### src/rtl/pipe_ctrl_decode.sv
// ---------------------------------------------------------------------------
// pipe_ctrl_decode
// ID-stage control unit for a 5-stage RV32I pipeline. Decodes the IF/ID
// instruction into the ID/EX control register, detects load-use hazards,
// applies stall/flush and keeps a saturating count of PC-stall cycles.
//
// Ports
//   clk, rst_n          core clock (rising edge), async active-low reset
//   i_instr, i_valid    IF/ID instruction and its valid flag
//   i_branch_taken      EX redirect this cycle (taken branch / jal / jalr)
//   i_mem_stall         D-cache busy, freeze the whole pipe
//   o_valid             ID/EX holds an instruction (0 = bubble)
//   o_branch .. o_auipc instruction-class flags
//   o_memread .. o_regwrite, o_aluop, o_funct3  datapath controls
//   o_rd, o_rs1, o_rs2  register indices
//   o_illegal           unsupported opcode reached ID/EX
//   o_pc_stall          hold PC and IF/ID (combinational)
//   o_ifid_flush        clear IF/ID (combinational)
//   o_stall_cnt         saturating count of cycles with o_pc_stall=1
// ---------------------------------------------------------------------------
module pipe_ctrl_decode #(
  parameter int BITS   = 32,
  parameter int REG_AW = 5,
  parameter int CNT_W  = 16
) (
  input  logic              clk,
  input  logic              rst_n,
  input  logic [BITS-1:0]   i_instr,
  input  logic              i_valid,
  input  logic              i_branch_taken,
  input  logic              i_mem_stall,
  output logic              o_valid,
  output logic              o_branch,
  output logic              o_jal,
  output logic              o_jalr,
  output logic              o_lui,
  output logic              o_auipc,
  output logic              o_memread,
  output logic              o_memwrite,
  output logic              o_memtoreg,
  output logic              o_alusrc,
  output logic              o_regwrite,
  output logic [1:0]        o_aluop,
  output logic [2:0]        o_funct3,
  output logic [REG_AW-1:0] o_rd,
  output logic [REG_AW-1:0] o_rs1,
  output logic [REG_AW-1:0] o_rs2,
  output logic              o_illegal,
  output logic              o_pc_stall,
  output logic              o_ifid_flush,
  output logic [CNT_W-1:0]  o_stall_cnt
);

  localparam logic [6:0] OP_R      = 7'b0110011;
  localparam logic [6:0] OP_I_ALU  = 7'b0010011;
  localparam logic [6:0] OP_LOAD   = 7'b0000011;
  localparam logic [6:0] OP_STORE  = 7'b0100011;
  localparam logic [6:0] OP_BRANCH = 7'b1100011;
  localparam logic [6:0] OP_JAL    = 7'b1101111;
  localparam logic [6:0] OP_JALR   = 7'b1100111;
  localparam logic [6:0] OP_LUI    = 7'b0110111;
  localparam logic [6:0] OP_AUIPC  = 7'b0010111;

  logic [6:0]        w_opcode;
  logic [2:0]        w_funct3;
  logic [REG_AW-1:0] w_rd;
  logic [REG_AW-1:0] w_rs1;
  logic [REG_AW-1:0] w_rs2;
  logic              w_unused;

  assign w_opcode = i_instr[6:0];
  assign w_funct3 = i_instr[14:12];
  assign w_rd     = i_instr[7 +: REG_AW];
  assign w_rs1    = i_instr[15 +: REG_AW];
  assign w_rs2    = i_instr[20 +: REG_AW];
  // funct7 is consumed by EX from its own copy of the instruction
  assign w_unused = &{1'b0, i_instr[BITS-1:25]};

  logic       w_branch, w_jal, w_jalr, w_lui, w_auipc;
  logic       w_memread, w_memwrite, w_memtoreg, w_alusrc, w_regwrite;
  logic       w_illegal, w_uses_rs1, w_uses_rs2;
  logic [1:0] w_aluop;

  // Raw opcode decode; gated by i_valid and rd!=0 below
  always_comb begin
    w_branch   = 1'b0;
    w_jal      = 1'b0;
    w_jalr     = 1'b0;
    w_lui      = 1'b0;
    w_auipc    = 1'b0;
    w_memread  = 1'b0;
    w_memwrite = 1'b0;
    w_memtoreg = 1'b0;
    w_alusrc   = 1'b0;
    w_regwrite = 1'b0;
    w_illegal  = 1'b0;
    w_uses_rs1 = 1'b0;
    w_uses_rs2 = 1'b0;
    w_aluop    = 2'b00;
    case (w_opcode)
      OP_R: begin
        w_regwrite = 1'b1; w_aluop = 2'b10;
        w_uses_rs1 = 1'b1; w_uses_rs2 = 1'b1;
      end
      OP_I_ALU: begin
        w_regwrite = 1'b1; w_alusrc = 1'b1; w_aluop = 2'b11;
        w_uses_rs1 = 1'b1;
      end
      OP_LOAD: begin
        w_memread = 1'b1; w_memtoreg = 1'b1; w_regwrite = 1'b1;
        w_alusrc = 1'b1; w_uses_rs1 = 1'b1;
      end
      OP_STORE: begin
        w_memwrite = 1'b1; w_alusrc = 1'b1;
        w_uses_rs1 = 1'b1; w_uses_rs2 = 1'b1;
      end
      OP_BRANCH: begin
        w_branch = 1'b1; w_aluop = 2'b01;
        w_uses_rs1 = 1'b1; w_uses_rs2 = 1'b1;
      end
      OP_JAL: begin
        w_jal = 1'b1; w_regwrite = 1'b1;
      end
      OP_JALR: begin
        w_jalr = 1'b1; w_regwrite = 1'b1; w_alusrc = 1'b1;
        w_uses_rs1 = 1'b1;
      end
      OP_LUI: begin
        w_lui = 1'b1; w_regwrite = 1'b1;
      end
      OP_AUIPC: begin
        w_auipc = 1'b1; w_regwrite = 1'b1; w_alusrc = 1'b1;
      end
      default: w_illegal = 1'b1;
    endcase
  end

  logic w_hz;
  logic w_pc_stall;
  logic w_bubble;

  // Only a load still in ID/EX can produce a value too late for forwarding
  assign w_hz = i_valid & o_valid & o_memread & (o_rd != '0) &
                (((o_rd == w_rs1) & w_uses_rs1) | ((o_rd == w_rs2) & w_uses_rs2));

  assign w_pc_stall   = i_mem_stall | (w_hz & ~i_branch_taken);
  assign w_bubble     = i_branch_taken | w_hz;
  assign o_pc_stall   = w_pc_stall;
  assign o_ifid_flush = i_branch_taken & ~i_mem_stall;

  always_ff @(posedge clk or negedge rst_n) begin
    if (!rst_n) begin
      o_valid    <= 1'b0;
      o_branch   <= 1'b0;
      o_jal      <= 1'b0;
      o_jalr     <= 1'b0;
      o_lui      <= 1'b0;
      o_auipc    <= 1'b0;
      o_memread  <= 1'b0;
      o_memwrite <= 1'b0;
      o_memtoreg <= 1'b0;
      o_alusrc   <= 1'b0;
      o_regwrite <= 1'b0;
      o_illegal  <= 1'b0;
      o_aluop    <= 2'b00;
      o_funct3   <= 3'b000;
      o_rd       <= '0;
      o_rs1      <= '0;
      o_rs2      <= '0;
    end else if (i_mem_stall) begin
      // hold everything
    end else if (w_bubble) begin
      o_valid    <= 1'b0;
      o_branch   <= 1'b0;
      o_jal      <= 1'b0;
      o_jalr     <= 1'b0;
      o_lui      <= 1'b0;
      o_auipc    <= 1'b0;
      o_memread  <= 1'b0;
      o_memwrite <= 1'b0;
      o_memtoreg <= 1'b0;
      o_alusrc   <= 1'b0;
      o_regwrite <= 1'b0;
      o_illegal  <= 1'b0;
      o_aluop    <= 2'b00;
      o_funct3   <= 3'b000;
      o_rd       <= '0;
      o_rs1      <= '0;
      o_rs2      <= '0;
    end else begin
      // i_valid=0 loads an all-zero control word, i.e. a bubble
      o_valid    <= i_valid;
      o_branch   <= i_valid & w_branch;
      o_jal      <= i_valid & w_jal;
      o_jalr     <= i_valid & w_jalr;
      o_lui      <= i_valid & w_lui;
      o_auipc    <= i_valid & w_auipc;
      o_memread  <= i_valid & w_memread;
      o_memwrite <= i_valid & w_memwrite;
      o_memtoreg <= i_valid & w_memtoreg;
      o_alusrc   <= i_valid & w_alusrc;
      o_regwrite <= i_valid & w_regwrite & (w_rd != '0);
      o_illegal  <= i_valid & w_illegal;
      o_aluop    <= i_valid ? w_aluop : 2'b00;
      o_funct3   <= w_funct3;
      o_rd       <= w_rd;
      o_rs1      <= w_rs1;
      o_rs2      <= w_rs2;
    end
  end

  logic [CNT_W-1:0] r_stall_cnt;

  always_ff @(posedge clk or negedge rst_n) begin
    if (!rst_n) begin
      r_stall_cnt <= '0;
    end else if (w_pc_stall && (r_stall_cnt != '1)) begin
      r_stall_cnt <= r_stall_cnt + CNT_W'(1);
    end
  end

  assign o_stall_cnt = r_stall_cnt;

endmodule

### config.mk
export PLATFORM = sky130hd
export DESIGN_NAME = pipe_ctrl_decode
export DESIGN_NICKNAME = d
export VERILOG_FILES = /design/src/rtl/pipe_ctrl_decode.sv
export SDC_FILE = /design/constraint.sdc
export NUM_CORES = 1
export LEC_CHECK = 0
export CAP_MARGIN = 20
export CORE_ASPECT_RATIO = 1.1
export CORE_UTILIZATION = 30
export DETAILED_ROUTE_END_ITERATION = 10
export HOLD_SLACK_MARGIN = 0.02
export MAX_ROUTING_LAYER = met4
export PLACE_DENSITY = 0.64
export SLEW_MARGIN = 15
export SYNTH_ARGS = -nofsm -noshare
export SYNTH_HDL_FRONTEND = slang
export SYNTH_SLANG_ARGS = --single-unit
### constraint.sdc
create_clock -name clk -period 5.11 [get_ports clk]
set_input_delay 1.022 -clock clk [delete_from_list [all_inputs] [get_ports clk]]
set_output_delay 1.022 -clock clk [all_outputs]
set_load 0.02 [all_outputs]
# == Yosys cells after proc, flatten, opt, wreduce, memory -nomap -nowiden ==
# Cells that the tools add are included.
# word_totals
ff_bits,47
input_bits,37
output_inout_bits,50
word_cells,92
# op_classes
n_addsub,1
n_eq_ne,12
n_mux,30
bitwise_logic,24
reduce_logical,8
# op_table
operator,n
two-way mux 1 bit,23
"equality test 7 x 6 -> 1 bit, second input constant",3
"equality test 7 bit, second input constant",3
AND 1 bit,19
"adder 16 x 1 -> 16 bit, second input constant",1
"inequality test 16 bit, second input constant",1
two-way mux 5 bit,3
"equality test 7 x 5 -> 1 bit, second input constant",2
equality test 5 bit,2
nonzero test 5 bit,2
OR reduction 9 bit,1
"equality test 7 x 2 -> 1 bit, second input constant",1
OR reduction 7 bit,1
one-hot mux 2 bit (3 select lines),1
OR reduction 6 bit,1
OR reduction 5 bit,1
two-way mux 2 bit,2
two-way mux 3 bit,1
bitwise OR 1 bit,3
OR reduction 3 bit,1
inverter 1 bit,2
logical AND 1 bit,1

# == Longest topological paths before layout ==
# Gate-level depths: netlist (run 1).
# logic_depth
word_depth,9
mapped_depth,9

# == Worst setup path after synthesis (run 1) ==
# Ideal clock, no wire load.
# synth_path
path_kind,input-to-output
from,input i_instr[6]
to,output o_pc_stall
arrival_ns,2.284
required_time_ns,4.088
path_slack_ns,1.804
stages,6
path_buffers,1
cell_sequence,buf_4 > or2_4 > a211oi_2 > nand4_1 > a211oi_2 > or2_2
# synth_between
elab_chain_len,8
# synth_lines
item,line,rtl
"start, declared",28,"input logic [BITS-1:0] i_instr,"
"equality test 7 bit, or another cell as far along",100,case (w_opcode)
OR reduction 6 bit (no line) / OR reduction 3 bit (equally long branches),n/a,
two-way mux 1 bit,100,
AND 1 bit,144,(((o_rd == w_rs1) & w_uses_rs1) | ((o_rd == w_rs2) & w_uses_rs2));
bitwise OR 1 bit *,144,
AND 1 bit *,143,assign w_hz = i_valid & o_valid & o_memread & (o_rd != '0) &
AND 1 bit *,146,assign w_pc_stall = i_mem_stall | (w_hz & ~i_branch_taken);
bitwise OR 1 bit *,146,
"end, declared",49,"output logic o_pc_stall,"
# Every way passes the cells marked *; elsewhere a longest branch is shown, timed or not.

# == Worst setup path in the final report (run 1) ==
# Same ends and word-level chain as after synthesis.

==> results of run 1 <==
state kept, by name (all words and copies together), names as in the netlist:
signal       cells
o_lui            1
o_memtoreg       1
o_stall_cnt     16
o_jalr           1
o_regwrite       1
o_auipc          1
o_aluop          2
o_branch         1
o_funct3         3
o_rs1            5
o_jal            1
o_illegal        1
o_valid          1
o_memwrite       1
o_rs2            5
o_rd             5
o_alusrc         1
layer usage:
metal / share of wire, % / up-vias / GRT usage [%] / routed length, um
met5: 0 / - / - / 0
met1: 45 / 871 / 19.7 / 2510
met3: 6.0 / 11 / 4.77 / 334
li1: - / 877 / - / -
met2: 46 / 53 / 24.0 / 2580
met4: 2.3 / 0 / 5.03 / 125
critical path: stages:
cell and delay (ns):
clkdlybuf4s50_1 0.57, or2_4 0.31, a211oi_2 0.20, nand4_1 0.15
a211oi_2 0.37, or2_2 0.20, clkdlybuf4s50_1 0.63
kinds of logic (layout without fill, tap and decap cells):
kind of cell,Yosys count,count (layout),share of synthesized area [%]
xor+xnor,24,24,9.51
flops,47,47,53.2
buf+inv,16,92,4.25
fa+ha+maj,1,1,0.566
mux,1,1,0.510
compound gates,44,44,15.9
simple gates,70,70,16.0
area by class of cell:
| cell class | count | area, um2 | area share, % |
|---|---|---|---|
| flip-flops and latches | 47 | 1180 | 37.7 |
| clock buffers | 5 | 68.8 | 2.21 |
| clock inverters | 3 | 15.0 | 0.481 |
| well taps | 85 | 106 | 3.41 |
| repair buffers | 81 | 803 | 25.7 |
| multi-input cells | 140 | 940 | 30.1 |
| inverters | 3 | 11.3 | 0.361 |
report_power, final:
part	internal (mW)	leakage (nW)	switching, mW
logic	0.134	0.640	0.124
registers	0.411	0.625	0.0469
clock network	0.0939	0.0477	0.126
total	0.639	1.31	0.297
cell usage after synthesis:
master | count | area, um2
nand3_1 | 8 | 40.0
or2_2 | 1 | 6.26
o21bai_1 | 1 | 7.51
a211oi_2 | 2 | 25.0
a2bb2oi_4 | 1 | 26.3
dfrtp_1 | 47 | 1180
nand2b_1 | 2 | 12.5
nor2b_1 | 1 | 6.26
xnor2_1 | 14 | 123
buf_6 | 3 | 33.8
nor3_2 | 1 | 10.0
a22o_1 | 18 | 158
nand4_1 | 10 | 62.6
inv_1 | 3 | 11.3
clkbuf_1 | 5 | 18.8
buf_2 | 2 | 10.0
ha_1 | 1 | 12.5
a31oi_1 | 1 | 6.26
nor2_1 | 10 | 37.5
and3_1 | 7 | 43.8
or2_4 | 1 | 8.76
nand2_1 | 23 | 86.3
or4_1 | 2 | 15.0
and2_1 | 1 | 6.26
nand3b_1 | 1 | 7.51
o2111ai_2 | 1 | 15.0
o41ai_1 | 1 | 8.76
a21oi_1 | 6 | 30.0
xor2_1 | 10 | 87.6
buf_4 | 2 | 15.0
o21ai_0 | 9 | 45.0
clkbuf_2 | 1 | 5.00
o31ai_1 | 4 | 30.0
nor3_1 | 1 | 5.00
nor4_1 | 1 | 6.26
mux2_2 | 1 | 11.3
per-stage QoR:
| stage | worst slack, ns | utilization [%] | total power, mW | cell area, um2 |
|---|---|---|---|---|
| after global placement | 0.648 | 42.8 | 0.723 | 3030 |
| final | 0.632 | 44.0 | 0.937 | 3120 |
| after global routing | 0.496 | 44.0 | 0.986 | 3120 |
| after CTS | 0.631 | 44.0 | 0.949 | 3120 |
| after detailed placement | 0.646 | 42.8 | 0.727 | 3030 |
| after floorplan | 1.80 | - | 0.594 | 2210 |
cells in the final DEF, fill, tap and decap left out, drive strengths merged, types with 3 or more instances in the layout:
cell type / synthesis / layout
a21oi: 6 / 6
a22o: 18 / 18
and3: 7 / 7
buf: 7 / 3
clkbuf: 6 / 5
clkdlybuf4s50: 0 / 78
clkinv: 0 / 3
dfrtp: 47 / 47
inv: 3 / 3
nand2: 23 / 23
nand3: 8 / 8
nand4: 10 / 10
nor2: 10 / 10
o21ai: 9 / 9
o31ai: 4 / 4
xnor2: 14 / 14
xor2: 10 / 10
worst paths after layout:
kind,endpoint,from,slack [ns]
max reg2reg,o_stall_cnt[1],o_rd[4],2.63
max in group asynchronous,o_rd[0],rst_n,3.97
min in group asynchronous,o_rs2[0],rst_n,0.74
min reg2reg,o_memwrite,o_memwrite,0.49
max,o_pc_stall,i_instr[6],0.63
min,o_memwrite,o_memwrite,0.49
==> impl_results.md, run 1 <==
* Die span in x at 83.8 um
* Effective utilization at floorplan at 31.2%
* Clock transition at the registers of the reported paths at 0.09 ns
* Period minus WS final at 4.48 ns
* Class of the most critical hold timing path: register to register
* Crit Path Max Fanout at 9
* Drt first pass iters at 7
* Combined area of all synthesized cells at 2210 um2
* Gr ovfl total at 0
* Violations in the final reports: design-rule violations
* Number of clock sinks at 47
* Transition time at the pin with the least slew margin at 0.609 ns
* Floorplan die area at 7710 um2
* Detailed-route DRC error count at 13
* Maximum number of pins on one net before global-route repair at 48
* Layout Nets at 316
* Min-Delay Path Depth at 2
* Syn avg cell area at 10.9 um2
* Maximum buffer depth of the clock tree at 2
* Area added between synthesis and finish at 41.2%
* Data arrival at the endpoint of the critical path at 3.46 ns
* Achievable clock frequency at 0.223 GHz
* Routability congestion estimate at 0.803
* DIE HEIGHT at 92.0 um
* Final Slew Violations at 0
* Vias in the first global route at 1847
* Row count at 32
* Worst Setup Start Kind: input pin
* Synthesized net count at 241
* Total Routed Length at 5.55 mm
* Clock latency reported for the late side of the worst-skew pair at 0.30 ns
* Number of cells produced by synthesis at 203
* Number of vias per cell at 4.98
* Iteration-0 DRC Markers at 98
* Yosys cell types at 36
* Worst hold margin at 0.492 ns
* Placed cell count at 356
* Slew HR at 59.4%
* Power density relative to cell area at 300 nW/um2
* Sequential share of the synthesized area at 53.2%
* Antenna violations before repair at 0
* Root buffer cell: clkbuf_8
* Wire per inst at 15.3 um
* TritonCTS clock tree: built
* Post-synthesis register bit count at 47
* Number of diodes added for antenna fixing at 0
* Global-route wire length before repair at 9.27 mm
* Critical setup path kind: input pin to primary output
* Total of endpoints with negative setup slack in the final report at 0
* Fraction of layout instances using a drive strength above 1 at 6.81%
* Gr usage total at 15.6%
* Antenna Nets Post-Route at 0
* Placeable core area at 7090 um2
* Count of synthesis-stage warnings from yosys at 0
* RSZ-0062 raised after global routing: no
* Detailed placer's ending HPWL at 3.97 mm
* # hold bufs at CTS at 0
* Number of inserted filler cells in the final layout at 682
* Non-filler cells in the finished layout at 364
* Sum of negative setup slack at 0 ns
* Critical path capture point type: primary output
* Vias after detailed routing at 1812
* Hold violation total from the final report at 0
* Outcome: finished, violations left
* Worst r2r path cells at 6
* Number of resized instances in the post-cts repair step at 0
* Number of buffers added by the clock tree synthesis step at 5
* Max capacitance violation total at 0
* Maximum level of the CTS H-tree at 2
* Data required time of the critical path at 4.09 ns
* Total I/O pin count at 87
* Leakage at 1.31 nW
* Worst clock skew at 0.00900 ns
* IR Drop Worst-Case VDD at 218 uV
* Count of buffers from port buffering at 79
* # Post-CTS Setup Buffers at 0
* Final worst-path cycle share at 87.6%
Power figures use the tool's default switching activity.
==> run 2: changes to the inputs <==
--- a/config.mk
+++ b/config.mk
@@ -5,13 +5,14 @@
 export SDC_FILE = /design/constraint.sdc
 export NUM_CORES = 1
 export LEC_CHECK = 0
+export ABC_AREA = 1
 export CAP_MARGIN = 20
 export CORE_ASPECT_RATIO = 1.1
 export CORE_UTILIZATION = 30
 export DETAILED_ROUTE_END_ITERATION = 10
 export HOLD_SLACK_MARGIN = 0.02
 export MAX_ROUTING_LAYER = met4
-export PLACE_DENSITY = 0.64
+export PLACE_DENSITY = 0.61
 export SLEW_MARGIN = 15
 export SYNTH_ARGS = -nofsm -noshare
 export SYNTH_HDL_FRONTEND = slang
==> run 2 against run 1 <==
Compared with the run above:
- the flow now finishes without violations
- global-route usage is 0.51 points higher
- core utilization is 1.7 points lower
- clock power hardly changed
- sequential share of layout area is 5.1 points lower
- fmax is 7.3% higher
- highest routed layer unchanged
==> impl_results.md, run 2 <==
* Outcome: completed
* Total of endpoints with negative setup slack in the final report at 0
* Gr ovfl total at 0
* Transition time at the pin with the least slew margin at 0.849 ns
* Hold violation total from the final report at 0
* Number of enable-type register cells in the synthesized netlist at 0
* Sum of negative setup slack at 0 ns
* Iteration-0 DRC Markers at 125
* Worst hold margin at 0.485 ns
* Leakage at 1.76 nW
* Synthesized net count at 407
* Reg-to-reg critical path endpoint: o_stall_cnt[1]
* CP endpoint: o_pc_stall
* Number of clock sinks at 47
* Cell breakdown of the critical path: clkdlybuf4s50_1, nand2_2, nor2_8, nand2_2, nand3_1, nand2_1, nand2_1, nand2_1, nand2_2, inv_1, nor2_1, clkdlybuf4s50_1
* RSZ-0062 raised after global routing: no
* Combined area of all synthesized cells at 2680 um2
* Crit-path slowest cell: clkdlybuf4s50_1
* Fraction of layout instances using a drive strength above 1 at 6.31%
* Period minus WS final at 4.17 ns
* Global-route wire length before repair at 11.8 mm
* Final worst-path cycle share at 81.7%
* Critical path capture point type: primary output
* Crit Path Max Fanout at 14
* Routability congestion estimate at 0.857
* Detailed placer's ending HPWL at 4.90 mm
* Worst Setup Start Kind: input pin
* Maximum buffer depth of the clock tree at 2
* Top post-synthesis cells by area: dfrtp_1 44%, nand2_1 19%, inv_1 5.6%
* Yosys cell types at 29
* Floorplan die area at 9320 um2
* Global-route track usage on met2 at 26.9%
* Area added between synthesis and finish at 34.7%
* Leading cell type in the layout, fill and taps excluded: nand2_1
* Antenna violations before repair at 0
* Delay of the slowest cell on the worst path at 0.62 ns
* Critical setup path kind: input pin to primary output
* Synth top cells by count: 139 x nand2_1, 47 x dfrtp_1, 40 x inv_1, 29 x nand3_1, 22 x nor2_1
* TritonCTS clock tree: built
* Clock transition at the registers of the reported paths at 0.08 ns
* Most repeated cell in the gate-level netlist after synthesis: nand2_1
* Share of async-settable or async-resettable flops after synthesis at 100%
* Worst setup path startpoint: i_instr[0]
* Maximum level of the CTS H-tree at 2
* Met1 usage at 20.6%
* Number of vias per cell at 4.57
* Total I/O pin count at 87
* Class of the most critical hold timing path: register to register
* IR Drop Worst-Case VDD at 135 uV
* Post-synth top flop: dfrtp_1
* Worst r2r path cells at 13
* Count of buffers from port buffering at 79
* Placed cell count at 547
* Layout Nets at 481
* Worst clock skew at 0.00819 ns
* Synth top area share at 43.9%
* Commonest cells after routing, fill and taps aside: 139 x nand2_1, 78 x clkdlybuf4s50_1, 47 x dfrtp_1
* Power density relative to cell area at 243 nW/um2
* Global routing's busiest layer: met2
* Vias in the first global route at 2565
* Data arrival at the endpoint of the critical path at 3.15 ns
* Number of diodes added for antenna fixing at 0
* Placeable core area at 8540 um2
* Effective utilization at floorplan at 31.4%
* Number of buffers added by the clock tree synthesis step at 5
* Data required time of the critical path at 4.09 ns
* Met3 global-route usage at 2.40%
* Post-synthesis register bit count at 47
* Tot Pwr at 0.877 mW
* Drt first pass iters at 4
* DIE HEIGHT at 101 um
* Reg-to-reg setup timing slack at 3.11 ns
* Vias after detailed routing at 2537
* Number of resized instances in the post-cts repair step at 0
* Syn avg cell area at 7.27 um2
* Max FFs per register at 16
* Achievable clock frequency at 0.240 GHz
* Count of synthesis-stage warnings from yosys at 0
* Final Slew Violations at 0
* Sequential share of the synthesized area at 43.9%
* Maximum number of pins on one net before global-route repair at 48
* Die span in x at 92.1 um
* # Post-CTS Setup Buffers at 0
* Antenna Nets Post-Route at 0
* Root buffer cell: clkbuf_8
* Total Routed Length at 6.83 mm
* Clock latency reported for the late side of the worst-skew pair at 0.30 ns
* Wire per inst at 12.3 um
* # hold bufs at CTS at 0
* Detailed-route DRC error count at 0
* Gr usage total at 16.1%
* Non-filler cells in the finished layout at 555
* Row count at 35
* Crit Reg-Reg Startpoint: o_rd[2]
* Slew HR at 43.3%
* Max capacitance violation total at 0
* Number of cells produced by synthesis at 369
* Post-synth top area cell: dfrtp_1
-- run 2: cell count changes after synthesis, sizes merged, moves of 6 or more --
cell / before / now
nand4: 10 / 20
xnor2: 14 / 6
nand2: 23 / 145
xor2: 10 / 1
and3: 7 / 0
nor2: 10 / 26
inv: 3 / 45
nand3: 8 / 29
nand3b: 1 / 7
a22o: 18 / 0
-- run 2: kinds of logic after synthesis --
family          Yosys count  share of synthesized area, %
compound gates           20                          4.06
flops                    47                          43.9
simple gates            233                          39.0
buf+inv                  61                          10.3
fa+ha+maj                 1                         0.467
xor+xnor                  7                          2.29
-- run 2: layout make-up --
| class | instances | area [um2] |
|---|---|---|
| Clock inverter | 3 | 15.0 |
| Fill cell | 892 | 4930 |
| Clock buffer | 5 | 68.8 |
| Timing Repair Buffer | 82 | 811 |
| Inverter | 46 | 173 |
| Tap cell | 111 | 139 |
| Sequential cell | 47 | 1180 |
| Multi-Input combinational cell | 261 | 1230 |
-- run 2: how the worst min path moves through the flow --
| stage | startpoint | endpoint | slack [ns] | cells past startpoint |
|---|---|---|---|---|
| floorplan | o_funct3[2] | o_funct3[2] | 0.59 | 2 |
| global placement | o_rs1[1] | o_rs1[1] | 0.47 | 2 |
| detailed placement | o_lui | o_lui | 0.46 | 2 |
| CTS | o_branch | o_branch | 0.49 | 2 |
| global route | o_lui | o_lui | 0.52 | 2 |
| finish | o_branch | o_branch | 0.49 | 2 |
-- run 2: worst max-delay path, delay by kind of cell --
kind | cells | cell delay (ns)
buffers and inverters | 3 | 1.27
and+or+nand+nor | 9 | 0.85
-- run 2: stage by stage --
step                      utilization [%]  cell area [um2]  setup slack (ns)
after detailed placement             41.3             3520             0.932
after CTS                            42.3             3610             0.914
after floorplan                         -             2680              1.92
after global placement               41.3             3520             0.929
after global routing                 42.3             3610             0.721
final                                42.3             3610             0.938
-- run 2: power by group --
group / leakage, nW / internal, mW / switching, mW / total (mW)
Sequential: 0.631 / 0.400 / 0.0326 / 0.432
Clock: 0.0477 / 0.0939 / 0.127 / 0.221
Combinational: 1.08 / 0.104 / 0.121 / 0.224
-- run 2: layer usage --
layer	vias to the layer above	part of all wire (%)
met5	-	0
met4	0	0.91
met3	4	3.5
met2	42	48
met1	1173	48
li1	1318	-
==> run 3: changes to the inputs <==
--- a/config.mk
+++ b/config.mk
@@ -12,7 +12,7 @@
 export DETAILED_ROUTE_END_ITERATION = 10
 export HOLD_SLACK_MARGIN = 0.02
 export MAX_ROUTING_LAYER = met4
-export PLACE_DENSITY = 0.61
+export PLACE_DENSITY = 0.63
 export SLEW_MARGIN = 15
 export SYNTH_ARGS = -nofsm -noshare
 export SYNTH_HDL_FRONTEND = slang
==> constraint.sdc (replaced) <==
create_clock -name clk -period 3.7 [get_ports clk]
set_input_delay 0.74 -clock clk [delete_from_list [all_inputs] [get_ports clk]]
set_output_delay 0.74 -clock clk [all_outputs]
set_load 0.02 [all_outputs]
==> run 3 against run 2 <==
Compared with the run above:
- non-clock buffer count grew 3
- global-route usage is 0.10 points lower
- sequential cell count unchanged
- power grew 56%
- routed wire length is 0.79% higher
- hold slack worse by 0.037 ns
- combinational power increased by 40%
- clock power is 110% higher
- critical path type unchanged
==> impl_results.md, run 3 (synthesis gave the netlist of run 2 again) <==
* Number of inserted filler cells in the final layout at 900
* Maximum level of the CTS H-tree at 2
* Leakage at 1.79 nW
* Reg-to-reg critical path endpoint: o_stall_cnt[0]
* Final worst-path cycle share at 94.2%
* Global-route track usage on met2 at 28.0%
* Area added between synthesis and finish at 37.5%
* Number of vias per cell at 4.60
* Worst hold margin at 0.448 ns
* Effective utilization at floorplan at 31.4%
* Hold violation total from the final report at 0
* Iteration-0 DRC Markers at 117
* Number of diodes added for antenna fixing at 0
* Leading cell type in the layout, fill and taps excluded: nand2_1
* Smallest setup slack after layout at 0.216 ns
* Class of the most critical hold timing path: input pin to async pin
* Clock group share of total power at 33.4%
* Met1 usage at 19.2%
* # Post-CTS Setup Buffers at 0
* Worst clock skew at 0.00804 ns
* Antenna Nets Post-Route at 0
* Drt first pass iters at 4
* Final Slew Violations at 0
* Worst slack after detailed placement at 0.208 ns
* Wire per inst at 12.3 um
* Crit Path Max Fanout at 4
* Met3 global-route usage at 2.78%
* Worst r2r path cells at 13
* Power density relative to cell area at 370 nW/um2
* Internal Pwr Total at 0.967 mW
* Antenna violations before repair at 0
* Detailed placer's ending HPWL at 4.99 mm
* Storage cell area at 1180 um2
* Sum of negative setup slack at 0 ns
* Slew HR at 49.3%
* Tot Pwr at 1.37 mW
* Data arrival at the endpoint of the critical path at 2.74 ns
* Period minus WS final at 3.48 ns
* Row count at 35
* Share of power burned in registers at 43.7%
* Non-filler cells in the finished layout at 558
* Total I/O pin count at 87
* Comb power frac at 22.9%
* Achievable clock frequency at 0.287 GHz
* Total of endpoints with negative setup slack in the final report at 0
* Number of clock sinks at 47
* Outcome: completed
* Data required time of the critical path at 2.96 ns
* # hold bufs at CTS at 0
* TritonCTS clock tree: built
* IR Drop Worst-Case VDD at 168 uV
* Critical setup path kind: input pin to primary output
* Total Routed Length at 6.88 mm
* Placed cell count at 550
* Count of buffers from port buffering at 79
* Vias in the first global route at 2538
* Die span in x at 92.1 um
* Transition time at the pin with the least slew margin at 0.757 ns
* Vias after detailed routing at 2565
* DIE HEIGHT at 101 um
* Clock transition at the registers of the reported paths at 0.10 ns
* Max capacitance violation total at 0
* Worst Setup Start Kind: input pin
* Detailed-route DRC error count at 0
* Switching part of the total power at 29.2%
* Gr ovfl total at 0
* Reg-to-reg setup timing slack at 1.73 ns
* Fraction of layout instances using a drive strength above 1 at 6.94%
* Max FFs per register at 16
* Global routing's busiest layer: met2
* RSZ-0062 raised after global routing: no
* Placeable core area at 8540 um2
* Routability congestion estimate at 0.860
* Layout Nets at 484
* Switching pwr at 0.399 mW
* Global-route wire length before repair at 11.6 mm
* Area used by multi-input combinational logic at 1230 um2
* Commonest cells after routing, fill and taps aside: 139 x nand2_1, 78 x clkdlybuf4s50_1, 47 x dfrtp_1
* Floorplan die area at 9320 um2
* Clock latency reported for the late side of the worst-skew pair at 0.30 ns
* Crit Reg-Reg Startpoint: o_rd[3]
* Number of resized instances in the post-cts repair step at 0
* Maximum buffer depth of the clock tree at 2
* Critical path capture point type: primary output
* Gr usage total at 16.0%
* Number of buffers added by the clock tree synthesis step at 5
* Root buffer cell: clkbuf_8
* Maximum number of pins on one net before global-route repair at 48
run 3: how the worst max path moves through the flow:
stage	start	end	slack, ns	cells after the start
final	i_instr[1]	o_pc_stall	0.22	12
after global routing	i_instr[1]	o_pc_stall	0.05	12
after CTS	i_instr[0]	o_pc_stall	0.19	12
after detailed placement	i_instr[0]	o_pc_stall	0.21	12
after global placement	i_instr[1]	o_pc_stall	0.19	12
after floorplan	i_instr[1]	o_pc_stall	1.07	11
run 3: power groups by stage:
stage          combinational (mW)  clock (mW)  sequential [mW]
5_1_grt                     0.345       0.490            0.604
6_report                    0.313       0.456            0.596
3_5_place_dp                0.314           0            0.606
3_3_place_gp                0.311           0            0.605
4_1_cts                     0.317       0.469            0.597
2_1_floorplan               0.116           0            0.647
run 3: area by class of cell:
cell class | count | area share [%]
multi-input combinational | 261 | 33.3
sequential | 47 | 31.9
timing repair buffer | 85 | 22.6
inverter | 46 | 4.68
tap | 111 | 3.77
clock buffer | 5 | 1.87
clock inverter | 3 | 1.83
run 3: through the flow:
step	area [um2]	utilization (%)
after floorplan	2680	-
after global placement	3550	41.5
after detailed placement	3550	41.5
after CTS	3680	43.1
after global routing	3690	43.2
final	3690	43.2
run 3: metal layers:
| metal | vias up | part of all wire [%] |
|---|---|---|
| met5 | - | 0 |
| met4 | 0 | 0.67 |
| met3 | 2 | 3.2 |
| met2 | 42 | 49 |
| met1 | 1194 | 47 |
| li1 | 1327 | - |
run 3: worst max-delay path, stage by stage:
cell	delay (ns)
clkdlybuf4s50_1	0.47
nand2_2	0.11
nor2_2	0.20
nand2_2	0.10
nand3_1	0.11
nand2_1	0.06
nand2_1	0.05
nand2_1	0.05
nand2_2	0.06
inv_1	0.05
nor2_1	0.11
clkdlybuf4s50_1	0.62
